File: src/rtl/spi_mem_master.sv
// SPI initiator for the SPI memory responder: one 16-bit frame {addr[6:0], rw, data[7:0]}
// per request, MSB first, sclk idling low with a programmable half-period.
module spi_mem_master #(
  parameter int unsigned CLK_DIV = 4
) (
  input  logic       clk,
  input  logic       reset,
  input  logic       start,
  input  logic       rw,
  input  logic [6:0] addr,
  input  logic [7:0] wdata,
  output logic [7:0] rdata,
  output logic       busy,
  output logic       done,
  output logic       cs,
  output logic       sclk,
  output logic       mosi,
  input  logic       miso
);

  typedef enum logic [2:0] {StIdle, StLow, StHigh, StHold, StFin} state_e;

  localparam logic [7:0] DivLast = 8'(CLK_DIV - 1);

  state_e      state_q;
  logic [7:0]  div_q;
  logic [3:0]  bit_q;
  logic [15:0] shift_q;
  logic [7:0]  rx_q;
  logic        rw_q;
  logic        miso_meta_q;
  logic        miso_sync_q;
  logic [15:0] frame;
  logic        div_end;

  // Read frames drive zeros in the data field.
  assign frame   = {addr, rw, rw ? 8'h00 : wdata};
  assign div_end = (div_q == DivLast);

  always_ff @(posedge clk) begin
    if (reset) begin
      state_q     <= StIdle;
      div_q       <= 8'h00;
      bit_q       <= 4'h0;
      shift_q     <= 16'h0000;
      rx_q        <= 8'h00;
      rw_q        <= 1'b0;
      miso_meta_q <= 1'b0;
      miso_sync_q <= 1'b0;
      rdata       <= 8'h00;
      busy        <= 1'b0;
      done        <= 1'b0;
      cs          <= 1'b1;
      sclk        <= 1'b0;
      mosi        <= 1'b0;
    end else begin
      miso_meta_q <= miso;
      miso_sync_q <= miso_meta_q;
      unique case (state_q)
        StIdle: begin
          if (start) begin
            shift_q <= frame;
            rw_q    <= rw;
            bit_q   <= 4'h0;
            div_q   <= 8'h00;
            cs      <= 1'b0;
            mosi    <= frame[15];
            busy    <= 1'b1;
            state_q <= StLow;
          end
        end
        StLow: begin
          if (div_end) begin
            div_q   <= 8'h00;
            sclk    <= 1'b1;
            state_q <= StHigh;
          end else begin
            div_q <= div_q + 8'h01;
          end
        end
        StHigh: begin
          if (div_end) begin
            div_q <= 8'h00;
            sclk  <= 1'b0;
            rx_q  <= {rx_q[6:0], miso_sync_q};
            if (bit_q != 4'hf) begin
              bit_q   <= bit_q + 4'h1;
              shift_q <= {shift_q[14:0], 1'b0};
              mosi    <= shift_q[14];
              state_q <= StLow;
            end else begin
              mosi    <= 1'b0;
              state_q <= StHold;
            end
          end else begin
            div_q <= div_q + 8'h01;
          end
        end
        StHold: begin
          // Keeps cs low one extra half-period for the responder's hold time.
          if (div_end) begin
            div_q   <= 8'h00;
            cs      <= 1'b1;
            done    <= 1'b1;
            state_q <= StFin;
            if (rw_q) begin
              rdata <= rx_q;
            end
          end else begin
            div_q <= div_q + 8'h01;
          end
        end
        StFin: begin
          done    <= 1'b0;
          busy    <= 1'b0;
          state_q <= StIdle;
        end
        default: state_q <= StIdle;
      endcase
    end
  end

endmodule

File: config.mk
export PLATFORM = sky130hd
export DESIGN_NAME = spi_mem_master
export DESIGN_NICKNAME = d
export VERILOG_FILES = /design/src/rtl/spi_mem_master.sv
export SDC_FILE = /design/constraint.sdc
export NUM_CORES = 1
export LEC_CHECK = 0
export CAP_MARGIN = 20
export CORE_ASPECT_RATIO = 0.75
export CORE_MARGIN = 3
export CORE_UTILIZATION = 25
export DETAILED_ROUTE_END_ITERATION = 10
export SYNTH_ARGS = -nofsm -noshare
export SYNTH_HDL_FRONTEND = slang
export SYNTH_SLANG_ARGS = --single-unit
export TNS_END_PERCENT = 5
File: constraint.sdc
create_clock -name clk -period 2.6 [get_ports clk]
set_input_delay 0.52 -clock clk [delete_from_list [all_inputs] [get_ports clk]]
set_output_delay 0.52 -clock clk [all_outputs]
set_load 0.01 [all_outputs]
==> results by group <==
Status
  • Run status: complete, no violations

Logic synthesis
  • Number of synthesized flops with an enable pin: 0
  • Yosys top cell area share: 0.4509
  • Yosys warnings: 0
  • Syn_nets: 300
  • Sequential-to-total area share from yosys stat: 0.4509
  • Ys async rst share: 0
  • Top cells by count, synth: 54 x dfxtp_1, 26 x nor3_1, 24 x a21oi_1, 23 x nand3_1, 20 x nor2_1
  • Synth area leader: dfxtp_1
  • Syn Inst Count: 278
  • Post-Syn Area: 2397 µm²
  • Count leader, synth: dfxtp_1
  • Post-synth cell types: 39
  • Ys flop type: dfxtp_1
  • Synthesis-stage register bit count: 54
  • Average cell area after synthesis: 8.623 µm²
  • Top post-synthesis cells by area: dfxtp_1 45%, mux2i_1 6.7%, nor3_1 5.4%

Clock tree
  • Number of setup buffers added after CTS: 0
  • Clock Path Buffers: 2
  • CTS clk-pin slew, worst paths: 0.07 ns
  • Hold buffers post-CTS: 0
  • Cts repair resizes: 0
  • H-tree Lvls: 2
  • Number of buffers created by CTS: 5
  • Worst-skew pair later-pin latency: 0.29 ns
  • CTS tree: built
  • CTS Sinks: 54
  • CTS Root Cell: clkbuf_16

GRT
  • Vias in the first global route: 2,074
  • Overall Global Routing Usage: 0.1092
  • Largest net degree at the start of global routing: 55
  • Initial antenna violation count: 0
  • First-pass GRT wire length: 10,030 µm
  • Overflow after GRT: 0

Critical path
  • Required @ worst endpoint: 2.77 ns
  • Startpoint types: flop
  • Setup CP Type: flop to flop
  • Worst Setup End Kind: flop
  • CP arrival: 2.49 ns
  • Max FO, Critical Path: 8

Route
  • Final antenna-violating net count: 0
  • Via count: 2,109
  • Drt pass-1 iters: 4
  • Drt wl/cell: 12.95 µm
  • Drt drc: 0
  • DR vias/cell: 4.859
  • Drt total wl: 5622 µm
  • DRT iter0 DRCs: 102

Finish
  • Post-route cell area: 3027 µm²
  • Non-filler cells, final: 434
  • Area Growth Syn to Fin: 26.25%
  • Final core occ: 0.3291
  • Fin nets: 327
  • Antenna Cells: 0
  • Area of the multi-input gates: 1217 µm²
  • Reg area: 1081 µm²
  • Share of layout cells above drive strength 1: 0.07843
  • Fillcell total: 979

Floorplanning
  • Core area: 9196 µm²
  • Full die area: 10,810 µm²
  • # rows: 30
  • Die W: 119.1 µm
  • Initial core utilization: 0.2607
  • Die height: 90.81 µm
  • IO Pins: 33

Power
  • LEAKAGE: 1.040 nW
  • Int Power: 1.293 mW
  • P_sw: 397.3 µW
  • Logic pwr share: 0.093
  • Total power after layout: 1.691 mW
  • Clock power frac: 0.389
  • Pwr per Cell Area: 558.6 nW/µm²
  • Switching Fraction: 0.2350
  • Max rail drop VDD: 0.0002506 V
  • Sequential share of power: 0.518

Placed design
  • Placer congestion estimate: 0.7418
  • Placed wire-length estimate: 3843 µm
  • Placed cells: 426
  • DP Area: 2880 µm²
  • IO buf count: 32

Timing
  • Fmax: 0.4310 GHz
  • Final Setup Violations: 0
  • Unrepaired setup endpoints after global routing: false
  • Pins Over Slew Limit: 0
  • Min Tclk post-route: 2.320 ns
  • Period utilisation layout: 0.8924
  • Worst Skew: 0.005381 ns
  • Slew @ Worst Pin: 0.4983 ns
  • Slew HR: 0.6631
  • Final TNS setup: 0 ns
  • Final hold vios: 0

Flow run
  • Max-cap violations: 0

Min path
  • Hold WC Path Type: flop to flop
## cells by family (layout without fill, tap and decap cells)
family                   after synthesis  after routing  synth area share
multiplexers                          16             16           0.06680
AO/OA/AOI/OAI                         60             60            0.1602
buffers and inverters                 25             53           0.04384
AND/OR/NAND/NOR                      121            121            0.2677
adder cells (fa/ha/maj)                2              2           0.01044
flip-flops                            54             54            0.4509
## worst paths after layout
path / slack, ns / end / from / cells past startpoint
worst min-delay path: 0.44 / miso_sync_q / miso_meta_q / 1
worst min register to register: 0.44 / miso_sync_q / miso_meta_q / 1
worst max register to register: 0.28 / rdata[6] / div_q[0] / 5
worst max-delay path: 0.28 / rdata[6] / div_q[0] / 5
## flip-flops by register name, summed over array words and instances (netlist names)
name and count:
busy 1, rx_q 8, rdata 8, miso_sync_q 1
mosi 1, state_q 3, cs 1, sclk 1
shift_q 15, done 1, rw_q 1, div_q 8
bit_q 4, miso_meta_q 1
## placed cells by master (no fill, tap or decap), types with 2 or more instances in the layout
| cell | count |
|---|---|
| dfxtp_1 | 54 |
| clkdlybuf4s50_1 | 31 |
| nor3_1 | 26 |
| a21oi_1 | 24 |
| nand3_1 | 23 |
| nor2_1 | 20 |
| nand2_1 | 19 |
| mux2i_1 | 16 |
| a211oi_1 | 12 |
| buf_4 | 11 |
| a221oi_1 | 8 |
| nor3b_1 | 7 |
| o21ai_0 | 6 |
| clkbuf_16 | 5 |
| a31oi_1 | 4 |
| nand3b_1 | 3 |
| nand4_1 | 3 |
| or3_1 | 3 |
| nor4b_1 | 2 |
| nand2b_1 | 2 |
| or4_1 | 2 |
| and3_1 | 2 |
| nor2b_1 | 2 |
| ha_1 | 2 |
## stage by stage
step / setup slack (ns) / hold slack [ns]
global route: 0.1367 / 0.4614
finish: 0.2799 / 0.4432
CTS: 0.2545 / 0.4471
detailed placement: 0.2682 / 0.4281
global placement: 0.3565 / 0.4187
floorplan: 0.5775 / 0.4138
## per-layer routing
metal | track usage | wire [µm] | up-vias
met5 | 0 | 0 | -
met1 | 0.1592 | 2846 | 983
met3 | 0.02818 | 305 | 0
met2 | 0.1641 | 2470 | 44
met4 | 0.01736 | 0 | 0
li1 | - | - | 1082
## worst max-delay path: stages (launching register included)
cell	delay, ns
dfxtp_1	0.38
ha_1	0.26
or4b_1	0.48
or4_1	0.79
mux2i_1	0.24
nor2_1	0.06
## power by group through the flow
stage / logic [mW] / clock network [mW] / registers, mW
6_report: 0.158 / 0.658 / 0.876
3_5_place_dp: 0.158 / 0 / 0.895
3_3_place_gp: 0.157 / 0 / 0.894
5_1_grt: 0.178 / 0.713 / 0.879
2_1_floorplan: 0.0955 / 0 / 0.889
4_1_cts: 0.159 / 0.678 / 0.875
## layout make-up
class                   count  share of cell area
flip-flops and latches     54              0.3572
clock inverters             3            0.007028
clock buffers               5             0.04134
repair buffers             44              0.1381
multi-input cells         199              0.4022
inverters                   1            0.001240
well taps                 128             0.05291
(Power assumes the default switching activity.)
